===== src/rtl/mult_arbiter_if.sv =====
`default_nettype none
// ============================================================================
// Module      : mult_arbiter_if
// Description : Bundles the handshakes around the shared-multiplier arbiter:
//               two requester channels (valid/ready plus an operand pair), the
//               response channel (valid/ready, requester id, product) and the
//               launch/result connection to the external multiplier.
//
//               modport slave  : the arbiter side (mult_arbiter).
//               modport master : the environment side (requesters, response
//                                consumer and the multiplier unit).
//
//               Signals
//                 req0_valid/req1_valid   requester has an operand pair pending
//                 req0_a/b, req1_a/b      requester operands, WIDTH bits
//                 req0_ready/req1_ready   request accepted (valid & ready)
//                 rsp_valid/rsp_ready     response handshake
//                 rsp_id                  requester the response belongs to
//                 rsp_data                product, 2*WIDTH bits
//                 unit_a/unit_b           multiplier operands
//                 unit_start              single-cycle launch strobe
//                 unit_result             multiplier output, 2*WIDTH bits
// Revision    : 1.0 - initial release
// ============================================================================
interface mult_arbiter_if #(
    parameter int WIDTH = 6
);
    logic                   req0_valid;
    logic [WIDTH-1:0]       req0_a;
    logic [WIDTH-1:0]       req0_b;
    logic                   req0_ready;

    logic                   req1_valid;
    logic [WIDTH-1:0]       req1_a;
    logic [WIDTH-1:0]       req1_b;
    logic                   req1_ready;

    logic                   rsp_valid;
    logic                   rsp_id;
    logic [2*WIDTH-1:0]     rsp_data;
    logic                   rsp_ready;

    logic [WIDTH-1:0]       unit_a;
    logic [WIDTH-1:0]       unit_b;
    logic                   unit_start;
    logic [2*WIDTH-1:0]     unit_result;

    modport slave (
        input  req0_valid, req0_a, req0_b,
        output req0_ready,
        input  req1_valid, req1_a, req1_b,
        output req1_ready,
        output rsp_valid, rsp_id, rsp_data,
        input  rsp_ready,
        output unit_a, unit_b, unit_start,
        input  unit_result
    );

    modport master (
        output req0_valid, req0_a, req0_b,
        input  req0_ready,
        output req1_valid, req1_a, req1_b,
        input  req1_ready,
        input  rsp_valid, rsp_id, rsp_data,
        output rsp_ready,
        input  unit_a, unit_b, unit_start,
        output unit_result
    );
endinterface : mult_arbiter_if
`default_nettype wire


===== src/rtl/mult_arbiter.sv =====
`default_nettype none
// ============================================================================
// Module      : mult_arbiter
// Description : Round-robin arbiter sharing one external multiplier between
//               two requesters. One operation is in flight at a time:
//                 IDLE - pick a requester, latch its operands, go to EXEC
//                 EXEC - drive the multiplier for LATENCY cycles, pulse
//                        unit_start on the first one, capture the result on
//                        the last one
//                 RESP - present the product until the consumer takes it
//               A full operation takes LATENCY+2 cycles including the IDLE
//               cycle in which the request is accepted.
//
// Parameters  : WIDTH   - operand width in bits (product is 2*WIDTH)
//               LATENCY - cycles from unit_start until unit_result is taken,
//                         legal range 1..15
// Ports       : clk     - clock, all state updates on the rising edge
//               reset   - synchronous, active-high; aborts any operation
//               enable  - low freezes every register; ready and unit_start
//                         are forced low while frozen
//               bus     - mult_arbiter_if.slave (requests, response, unit)
//               busy    - high whenever the FSM is not in IDLE
// Revision    : 1.0 - initial release
// ============================================================================
module mult_arbiter #(
    parameter int WIDTH   = 6,
    parameter int LATENCY = 2
) (
    input  wire             clk,
    input  wire             reset,
    input  wire             enable,
    mult_arbiter_if.slave   bus,
    output logic            busy
);

    // ------------------------------------------------------------------------
    // Constants
    // ------------------------------------------------------------------------
    localparam logic [1:0] c_IDLE = 2'd0;
    localparam logic [1:0] c_EXEC = 2'd1;
    localparam logic [1:0] c_RESP = 2'd2;

    // Counter is sized for the largest legal LATENCY (15).
    localparam logic [3:0] c_LAT  = 4'(LATENCY);

    // ------------------------------------------------------------------------
    // State and datapath registers
    // ------------------------------------------------------------------------
    logic [1:0]             state_q,      state_d;
    logic [3:0]             cnt_q,        cnt_d;
    logic [WIDTH-1:0]       op_a_q,       op_a_d;
    logic [WIDTH-1:0]       op_b_q,       op_b_d;
    logic                   rsp_id_q,     rsp_id_d;
    logic [2*WIDTH-1:0]     rsp_data_q,   rsp_data_d;
    logic                   last_grant_q, last_grant_d;

    // ------------------------------------------------------------------------
    // Arbitration
    // With both requesters pending the one that did not win last time gets
    // the grant; a lone requester always wins. w_grant is only meaningful
    // while w_any is high.
    // ------------------------------------------------------------------------
    logic w_any;
    logic w_grant;
    logic w_accept;

    assign w_any    = bus.req0_valid | bus.req1_valid;
    assign w_grant  = (bus.req0_valid & bus.req1_valid) ? ~last_grant_q
                                                        : bus.req1_valid;
    assign w_accept = enable & (state_q == c_IDLE) & w_any;

    // ------------------------------------------------------------------------
    // Process 1: state register
    // Reset wins over enable; otherwise nothing moves while enable is low.
    // last_grant resets to 1 so requester 0 wins the first contention.
    // ------------------------------------------------------------------------
    always_ff @(posedge clk) begin
        if (reset) begin
            state_q      <= c_IDLE;
            cnt_q        <= '0;
            op_a_q       <= '0;
            op_b_q       <= '0;
            rsp_id_q     <= 1'b0;
            rsp_data_q   <= '0;
            last_grant_q <= 1'b1;
        end else if (enable) begin
            state_q      <= state_d;
            cnt_q        <= cnt_d;
            op_a_q       <= op_a_d;
            op_b_q       <= op_b_d;
            rsp_id_q     <= rsp_id_d;
            rsp_data_q   <= rsp_data_d;
            last_grant_q <= last_grant_d;
        end
    end

    // ------------------------------------------------------------------------
    // Process 2: next-state and datapath next values
    // ------------------------------------------------------------------------
    always_comb begin
        state_d      = state_q;
        cnt_d        = cnt_q;
        op_a_d       = op_a_q;
        op_b_d       = op_b_q;
        rsp_id_d     = rsp_id_q;
        rsp_data_d   = rsp_data_q;
        last_grant_d = last_grant_q;

        case (state_q)
            c_IDLE: begin
                if (w_accept) begin
                    // Operands are copied here so later changes on the
                    // request lines cannot affect the running operation.
                    op_a_d       = w_grant ? bus.req1_a : bus.req0_a;
                    op_b_d       = w_grant ? bus.req1_b : bus.req0_b;
                    rsp_id_d     = w_grant;
                    last_grant_d = w_grant;
                    cnt_d        = c_LAT;
                    state_d      = c_EXEC;
                end
            end

            c_EXEC: begin
                cnt_d = cnt_q - 4'd1;
                // A count of 1 marks the last EXEC cycle, so EXEC lasts
                // exactly LATENCY enabled cycles.
                if (cnt_q == 4'd1) begin
                    rsp_data_d = bus.unit_result;
                    state_d    = c_RESP;
                end
            end

            c_RESP: begin
                if (bus.rsp_ready) begin
                    state_d = c_IDLE;
                end
            end

            default: begin
                state_d = c_IDLE;
            end
        endcase
    end

    // ------------------------------------------------------------------------
    // Process 3: outputs
    // ------------------------------------------------------------------------
    always_comb begin
        bus.req0_ready = 1'b0;
        bus.req1_ready = 1'b0;
        bus.unit_a     = '0;
        bus.unit_b     = '0;
        bus.unit_start = 1'b0;
        bus.rsp_valid  = (state_q == c_RESP);
        bus.rsp_id     = rsp_id_q;
        bus.rsp_data   = rsp_data_q;
        busy           = (state_q != c_IDLE);

        if (w_accept) begin
            bus.req0_ready = ~w_grant;
            bus.req1_ready =  w_grant;
        end

        if (state_q == c_EXEC) begin
            bus.unit_a     = op_a_q;
            bus.unit_b     = op_b_q;
            // The counter still holds its load value only in the first EXEC
            // cycle; if that cycle is frozen the strobe waits for enable.
            bus.unit_start = enable & (cnt_q == c_LAT);
        end
    end

endmodule : mult_arbiter
`default_nettype wire


===== src/flat_wrapper.sv =====
// flat-port wrapper written by rule: the top's interface ports become plain ports
module mult_arbiter_flat 
#(
    parameter int WIDTH   = 6,
    parameter int LATENCY = 2
)
  (clk, reset, enable, busy, bus_req0_valid, bus_req0_a, bus_req0_b, bus_req0_ready, bus_req1_valid, bus_req1_a, bus_req1_b, bus_req1_ready, bus_rsp_valid, bus_rsp_id, bus_rsp_data, bus_rsp_ready, bus_unit_a, bus_unit_b, bus_unit_start, bus_unit_result);
  mult_arbiter_if #(.WIDTH(WIDTH)) bus_i ();
  input  wire clk;
  input  wire reset;
  input  wire enable;
  output logic busy;
  input wire logic [$bits(bus_i.req0_valid)-1:0] bus_req0_valid;
  input wire logic [$bits(bus_i.req0_a)-1:0] bus_req0_a;
  input wire logic [$bits(bus_i.req0_b)-1:0] bus_req0_b;
  output wire logic [$bits(bus_i.req0_ready)-1:0] bus_req0_ready;
  input wire logic [$bits(bus_i.req1_valid)-1:0] bus_req1_valid;
  input wire logic [$bits(bus_i.req1_a)-1:0] bus_req1_a;
  input wire logic [$bits(bus_i.req1_b)-1:0] bus_req1_b;
  output wire logic [$bits(bus_i.req1_ready)-1:0] bus_req1_ready;
  output wire logic [$bits(bus_i.rsp_valid)-1:0] bus_rsp_valid;
  output wire logic [$bits(bus_i.rsp_id)-1:0] bus_rsp_id;
  output wire logic [$bits(bus_i.rsp_data)-1:0] bus_rsp_data;
  input wire logic [$bits(bus_i.rsp_ready)-1:0] bus_rsp_ready;
  output wire logic [$bits(bus_i.unit_a)-1:0] bus_unit_a;
  output wire logic [$bits(bus_i.unit_b)-1:0] bus_unit_b;
  output wire logic [$bits(bus_i.unit_start)-1:0] bus_unit_start;
  input wire logic [$bits(bus_i.unit_result)-1:0] bus_unit_result;
  assign bus_i.req0_valid = bus_req0_valid;
  assign bus_i.req0_a = bus_req0_a;
  assign bus_i.req0_b = bus_req0_b;
  assign bus_req0_ready = bus_i.req0_ready;
  assign bus_i.req1_valid = bus_req1_valid;
  assign bus_i.req1_a = bus_req1_a;
  assign bus_i.req1_b = bus_req1_b;
  assign bus_req1_ready = bus_i.req1_ready;
  assign bus_rsp_valid = bus_i.rsp_valid;
  assign bus_rsp_id = bus_i.rsp_id;
  assign bus_rsp_data = bus_i.rsp_data;
  assign bus_i.rsp_ready = bus_rsp_ready;
  assign bus_unit_a = bus_i.unit_a;
  assign bus_unit_b = bus_i.unit_b;
  assign bus_unit_start = bus_i.unit_start;
  assign bus_i.unit_result = bus_unit_result;
  mult_arbiter #(.WIDTH(WIDTH), .LATENCY(LATENCY)) u_core (.clk(clk), .reset(reset), .enable(enable), .bus(bus_i), .busy(busy));
endmodule

===== config.mk =====
export PLATFORM = sky130hd
export DESIGN_NAME = mult_arbiter_flat
export DESIGN_NICKNAME = d
export VERILOG_FILES = /design/src/rtl/mult_arbiter_if.sv /design/src/rtl/mult_arbiter.sv /design/src/flat_wrapper.sv
export SDC_FILE = /design/constraint.sdc
export NUM_CORES = 1
export LEC_CHECK = 0
export ABC_CLOCK_PERIOD_IN_PS = 3850
export CORE_AREA = 8 8 78 80
export CTS_CLUSTER_DIAMETER = 150
export CTS_CLUSTER_SIZE = 20
export DETAILED_ROUTE_END_ITERATION = 6
export DIE_AREA = 0 0 86 88
export GPL_ROUTABILITY_DRIVEN = 0
export GPL_TIMING_DRIVEN = 0
export PLACE_DENSITY = 0.66
export SYNTH_ARGS = -nofsm -noshare
export SYNTH_HDL_FRONTEND = slang
export SYNTH_SLANG_ARGS = --single-unit
export TNS_END_PERCENT = 50

===== constraint.sdc =====
create_clock -name clk -period 3.85 [get_ports clk]
set_input_delay 0.77 -clock clk [delete_from_list [all_inputs] [get_ports clk]]
set_output_delay 0.77 -clock clk [all_outputs]
set_load 0.01 [all_outputs]

==> results of run 1 <==
state kept, by name, summed over array words and instances (netlist names):
signal	cells
u_core.bus.rsp_data	12
u_core.cnt_q	4
u_core.bus.rsp_id	1
u_core.op_a_q	6
u_core.state_q	2
u_core.op_b_q	6
u_core.last_grant_q	1
logic make-up after synthesis:
kind of cell	count (synthesis)	share of synthesized area
AND/OR/NAND/NOR	47	0.193
AO/OA/AOI/OAI	66	0.310
adder cells (fa/ha/maj)	3	0.0235
flip-flops	32	0.401
buffers and inverters	30	0.0729
final timing paths:
check	start	end	slack, ns	depth (start not counted)
max	enable	bus_unit_start	0.30	5
min	u_core.op_b_q[4]	u_core.op_b_q[4]	0.46	2
max reg2reg	u_core.last_grant_q	u_core.op_b_q[3]	2.27	4
min reg2reg	u_core.op_b_q[4]	u_core.op_b_q[4]	0.46	2
synthesized netlist by cell type, drive strengths merged:
master	n
nand4bb	2
a21oi	15
a31oi	3
nor3b	2
nand2b	3
inv	16
ha	3
clkbuf	11
nor2	1
nor4	1
or3	1
dfxtp	32
nor3	1
buf	3
or2	1
nand2	1
or4	1
o32ai	12
nor2b	4
nor4bb	1
and2	13
a221o	1
a22oi	1
a221oi	12
a21bo	1
and4bb	1
nand3	13
o21ai	20
and2b	1
o311ai	1
through the flow:
| stage | hold WS, ns | area [um^2] |
|---|---|---|
| after global routing | 0.483 | 2470 |
| after CTS | 0.461 | 2470 |
| final | 0.457 | 2470 |
| after global placement | 0.442 | 2390 |
| after floorplan | 0.438 | 1600 |
| after detailed placement | 0.451 | 2390 |
worst reg2reg max path, stage by stage (launching register included):
cell and delay (ns):
sky130_fd_sc_hd__dfxtp_1 0.33, sky130_fd_sc_hd__nor2b_1 0.30, sky130_fd_sc_hd__clkbuf_1 0.45, sky130_fd_sc_hd__o32ai_1 0.18, sky130_fd_sc_hd__a221oi_2 0.23
where the power goes:
group | leakage [nW] | switching, mW | internal, mW
logic | 0.532 | 0.0850 | 0.0958
registers | 0.262 | 0.0118 | 0.350
clock network | 0.0410 | 0.116 | 0.123
routing by layer:
metal	global-route usage	vias up
met5	0	-
met4	0.0430	0
met2	0.211	70
met1	0.165	745
li1	-	817
met3	0.0741	5
layout by cell type, fill, tap and decap left out, types with 2 or more instances in the layout:
master                             n
sky130_fd_sc_hd__inv_1            16
sky130_fd_sc_hd__clkdlybuf4s50_1  71
sky130_fd_sc_hd__o32ai_1          12
sky130_fd_sc_hd__nand3_1          13
sky130_fd_sc_hd__o21ai_0          19
sky130_fd_sc_hd__and2_1           13
sky130_fd_sc_hd__ha_1              3
sky130_fd_sc_hd__dfxtp_1          32
sky130_fd_sc_hd__nor2b_1           4
sky130_fd_sc_hd__a221oi_2          8
sky130_fd_sc_hd__nand2b_1          3
sky130_fd_sc_hd__buf_2             3
sky130_fd_sc_hd__clkbuf_8          5
sky130_fd_sc_hd__a31oi_1           3
sky130_fd_sc_hd__nand4bb_1         2
sky130_fd_sc_hd__a221oi_1          4
sky130_fd_sc_hd__clkbuf_1         12
sky130_fd_sc_hd__a21oi_1          15
cell type report:
type / count / area share
clock buffer: 6 / 0.0294
tap: 70 / 0.0354
timing repair buffer: 71 / 0.287
buffer: 14 / 0.0228
multi-input combinational: 116 / 0.340
sequential: 32 / 0.259
clock inverter: 1 / 0.00202
inverter: 16 / 0.0243
==> out/summary.md, run 1 <==
Timing
- Final Hold Vio Count: 0
- relative slew slack: 0.594
- Final WS setup: 0.303 ns
- number of max-slew violations in the final report: 0
- final total negative setup slack: 0 ns
- number of setup violations in the final report: 0
- part of the cycle the worst path needs: 0.921
- worst clock skew: 0.00641 ns
- RSZ-0062 raised after global routing: no
- time the worst path needs with I/O delays and setup: 3.55 ns
- pin slew with the least headroom to its limit: 0.609 ns
- FMAX: 0.282 GHz

Logic synthesis
- fraction of post-synthesis cell area in the top cell type by area: 0.401
- cell taking the most area after synthesis: sky130_fd_sc_hd__dfxtp_1
- top cells by area in the synthesized netlist: sky130_fd_sc_hd__dfxtp_1, sky130_fd_sc_hd__a221oi_2, sky130_fd_sc_hd__o32ai_1
- mean instance size in the synthesized netlist: 8.97 um^2
- synthesized netlist net count: 223
- part of the Yosys area used for sequential elements: 0.401
- post-synthesis cell count: 178
- Syn. warnings: 0
- library cells used by synthesis: 33
- number of synthesized register bits: 32
- Cell Area, Synth: 1600 um^2

Clocking
- maximum level of the CTS H-tree: 2
- Clk Tree Root Cell: sky130_fd_sc_hd__clkbuf_8
- Resized cells post-CTS: 0
- clk_lat worst skew: 0.28 ns
- number of hold buffers added after cts: 0
- number of buffers added by the clock tree synthesis step: 5
- CTS tree: done
- Clock Tree Buf Depth: 2
- Post-CTS Setup Repair Bufs: 0
- register clock-pin slew on the reported worst setup and hold paths: 0.06 ns
- clock sink count: 32

Worst setup path
- cell with the most instances on the worst path: sky130_fd_sc_hd__clkdlybuf4s50_1
- data arrival time of the critical path: 2.78 ns
- crit path cell chain: clkdlybuf4s50_1 -> nand4bb_1 -> clkbuf_1 -> nor3b_1 -> clkdlybuf4s50_1
- Top Family by Delay on Critical Path: buffers and inverters
- Worst Setup Start Kind: primary input
- CP max stage cell: sky130_fd_sc_hd__clkdlybuf4s50_1
- WS Path Type: primary input to primary output
- Crit Path Max Fanout: 10
- required time of the worst setup path: 3.08 ns
- critical path buffer and inverter count: 3
- crit path capture type: primary output
- maximum cell stage delay along the critical path: 0.66 ns

Global route
- initial antenna violation count: 0
- overflow left after global routing: 0
- maximum number of pins on one net before global-route repair: 11
- global-route usage over all layers: 0.139
- number of global-route vias before repair: 1675
- global-route wire length before repair: 8390 um

Detailed routing
- Avg WL per Cell: 15.4 um
- via count: 1637
- number of remaining DRC errors: 0
- number of DRC violations after detailed-routing iteration 0: 50
- Routed met1 length: 2300 um
- Detail Route Antenna Nets: 0
- uppermost signal routing layer after detailed routing: met4
- detailed-routing iteration count for the pre-antenna-repair pass: 4
- drt via density: 5.02
- met3 layer wire length in the routed design: 584 um
- wire length on met2: 2090 um
- Routed WL: 5010 um

Final layout
- Sequential Area: 641 um^2
- Non-Filler Instances: 326
- layout cells sized above 1: 0.0859
- Final Net Count: 301
- Fill cells: 486
- area of the multi-input gates: 840 um^2
- diodes inserted: 0
- Final Core Density: 0.503
- growth of design area from synthesis to finish: 54.9%

Power
- total design power: 0.782 mW
- maximum resistive drop on vdd: 170 uV
- leakage power: 0.834 nW
- power per unit of standard cell area: 316 nW/um^2

Floorplanning
- # rows: 26
- top-level port count: 72
- placeable core area: 4910 um^2
- Starting Density: 0.325
- full die area: 7570 um^2
- width of the die: 86 um
- die height: 88 um

Place
- # placed instances: 319
- half-perimeter wire length of the detailed placement result: 3770 um
- count of port buffers added during placement: 71
- setup slack after placement: 0.279 ns

Worst hold path
- Hold Path Class: flop to flop

Outcome
- status: complete, no violations

Flow run
- maxcap violations: 0

Note: power is estimated with default switching activity, not from simulation.
==> run 2: changes to the inputs <==
--- a/config.mk
+++ b/config.mk
@@ -6,12 +6,11 @@
 export NUM_CORES = 1
 export LEC_CHECK = 0
 export ABC_CLOCK_PERIOD_IN_PS = 3850
-export CORE_AREA = 8 8 78 80
+export CORE_AREA = 2 2 72 74
 export CTS_CLUSTER_DIAMETER = 150
 export CTS_CLUSTER_SIZE = 20
 export DETAILED_ROUTE_END_ITERATION = 6
-export DIE_AREA = 0 0 86 88
-export GPL_ROUTABILITY_DRIVEN = 0
+export DIE_AREA = 0 0 74 76
 export GPL_TIMING_DRIVEN = 0
 export PLACE_DENSITY = 0.66
 export SYNTH_ARGS = -nofsm -noshare
==> run 2 against run 1 <==
  * Die area fell by 26%
  * Utilization rose by 0.31 points
  * Register-to-register slack worse by 0.06 ns
  * Clock skew hardly changed
  * Sequential share of layout area shrank 0.16 points
  * Combinational power barely moved
  * Flip-flop and latch count is the same
  * Total power increased by 3.2%
  * First-iteration DRC count increased by 66%
  * Final area up 0.61%
  * Final cell count is 0.31% higher
  * Critical endpoint unchanged
  * Largest cell class unchanged
  * Highest routed layer unchanged
==> out/summary.md, run 2 (synthesis gave the netlist of run 1 again) <==
Outcome
- status: complete, no violations

Final layout
- commonest non-fill, non-tap cells in the layout: sky130_fd_sc_hd__clkdlybuf4s50_1, sky130_fd_sc_hd__dfxtp_1, sky130_fd_sc_hd__o21ai_0
- Largest register FFs: 12
- layout cells sized above 1: 0.0934
- diodes inserted: 0
- Final Net Count: 301
- growth of design area from synthesis to finish: 55.8%
- Fill cells: 468
- leading cell type in the layout, fill and taps excluded: sky130_fd_sc_hd__clkdlybuf4s50_1

Clocking
- number of hold buffers added after cts: 0
- Clk Tree Root Cell: sky130_fd_sc_hd__clkbuf_8
- Post-CTS Setup Repair Bufs: 0
- Clock Tree Buf Depth: 2
- Resized cells post-CTS: 0
- register clock-pin slew on the reported worst setup and hold paths: 0.07 ns
- number of buffers added by the clock tree synthesis step: 5
- CTS tree: done
- clk_lat worst skew: 0.29 ns
- clock sink count: 32
- maximum level of the CTS H-tree: 2

Timing
- part of the cycle the worst path needs: 0.918
- FMAX: 0.283 GHz
- pin slew with the least headroom to its limit: 0.613 ns
- relative slew slack: 0.591
- final total negative setup slack: 0 ns
- worst clock skew: 0.00656 ns
- time the worst path needs with I/O delays and setup: 3.53 ns
- Final Hold Vio Count: 0
- worst hold slack across all endpoints: 0.457 ns
- number of setup violations in the final report: 0
- RSZ-0062 raised after global routing: no
- number of max-slew violations in the final report: 0

Worst setup path
- required time of the worst setup path: 3.08 ns
- crit path capture type: primary output
- origin of the critical flop-to-flop path: u_core.cnt_q[1]
- data arrival time of the critical path: 2.76 ns
- worst-case register-to-register setup slack: 2.21 ns
- WS Path Type: primary input to primary output
- number of cells on the worst reg-to-reg path: 6
- Worst Setup Start Kind: primary input
- endpoint of the lowest-slack register-to-register path: u_core.bus.rsp_data[2]
- Crit Path Max Fanout: 10

Worst hold path
- number of instances on the worst hold path: 2
- Hold Path Class: flop to flop
- launch instance of the worst min-delay path: u_core.op_b_q[2]
- hold worst-path end: u_core.op_b_q[2]

Place
- half-perimeter wire length of the detailed placement result: 3280 um
- count of port buffers added during placement: 71
- gpl congestion: 0.724

Power
- Clock Power Share: 0.330
- leakage power: 0.833 nW
- cell internal pwr: 0.573 mW
- Sequential Power Share: 0.448
- proportion of power drawn by combinational gates: 0.222
- maximum resistive drop on vdd: 191 uV
- Switching Share: 0.289
- power per unit of standard cell area: 324 nW/um^2
- Net Switching: 0.233 mW

Floorplanning
- Starting Density: 0.325
- width of the die: 74 um
- # rows: 26
- full die area: 5620 um^2
- top-level port count: 72
- placeable core area: 4910 um^2
- die height: 76 um

Global route
- overflow left after global routing: 0
- global-route wire length before repair: 7310 um
- initial antenna violation count: 0
- number of global-route vias before repair: 1575
- maximum number of pins on one net before global-route repair: 13
- global-route usage over all layers: 0.164

Detailed routing
- Routed WL: 4490 um
- drt via density: 4.87
- via count: 1594
- number of remaining DRC errors: 0
- number of DRC violations after detailed-routing iteration 0: 83
- Avg WL per Cell: 13.7 um
- Detail Route Antenna Nets: 0
- detailed-routing iteration count for the pre-antenna-repair pass: 4

Flow run
- maxcap violations: 0

-- run 2: worst max path at each step --
stage | end | startpoint | slack [ns]
detailed placement | bus_unit_start | enable | 0.32
global placement | bus_unit_start | enable | 0.30
CTS | bus_unit_start | enable | 0.28
finish | bus_unit_start | enable | 0.32
global route | bus_unit_start | enable | 0.13
floorplan | bus_req0_ready | bus_req1_valid | 1.61
-- run 2: critical path, stage by stage --
cell	delay (ns)
sky130_fd_sc_hd__clkdlybuf4s50_1	0.65
sky130_fd_sc_hd__nand4bb_1	0.26
sky130_fd_sc_hd__clkbuf_1	0.27
sky130_fd_sc_hd__nor3b_1	0.24
sky130_fd_sc_hd__clkdlybuf4s50_1	0.58
-- run 2: power groups by stage --
stage | Clock (mW) | Combinational [mW] | Sequential (mW)
after floorplan | 0 | 0.0930 | 0.367
after global placement | 0 | 0.180 | 0.369
after detailed placement | 0 | 0.180 | 0.369
after CTS | 0.277 | 0.182 | 0.361
after global routing | 0.289 | 0.198 | 0.364
final | 0.266 | 0.179 | 0.361
-- run 2: cell type report --
cell class,count,area (um^2),share of cell area
plain buffers,14,56.3,0.0226
clock buffers,5,68.8,0.0277
clock inverters,3,23.8,0.00956
inverters,16,60.1,0.0241
multi-input cells,116,840,0.338
flip-flops and latches,32,641,0.258
well taps,70,87.6,0.0352
repair buffers,71,711,0.286
-- run 2: per-stage QoR --
stage          instance area [um^2]   util  instances  power (mW)  setup WS, ns
4_1_cts                        2490  0.506        327       0.820         0.283
6_report                       2490  0.506        327       0.807         0.318
3_3_place_gp                   2390  0.488        319       0.549         0.305
2_1_floorplan                  1600      -        178       0.460          1.61
3_5_place_dp                   2390  0.488        319       0.549         0.317
5_1_grt                        2490  0.506        327       0.851         0.133
-- run 2: layer usage --
layer,part of all wire,vias to the layer above,track usage
met5,0,-,0
met4,0.012,0,0.0600
met3,0.081,5,0.0516
met2,0.43,57,0.254
met1,0.48,711,0.212
li1,-,821,-
==> run 3: changes to the inputs <==
--- a/config.mk
+++ b/config.mk
@@ -6,11 +6,11 @@
 export NUM_CORES = 1
 export LEC_CHECK = 0
 export ABC_CLOCK_PERIOD_IN_PS = 3850
-export CORE_AREA = 2 2 72 74
+export CORE_AREA = 8 8 78 80
 export CTS_CLUSTER_DIAMETER = 150
 export CTS_CLUSTER_SIZE = 20
 export DETAILED_ROUTE_END_ITERATION = 6
-export DIE_AREA = 0 0 74 76
+export DIE_AREA = 0 0 86 88
 export GPL_TIMING_DRIVEN = 0
 export PLACE_DENSITY = 0.66
 export SYNTH_ARGS = -nofsm -noshare
==> results of run 3 <==
The final DEF is identical to that of run 1; final timing and power are the same.
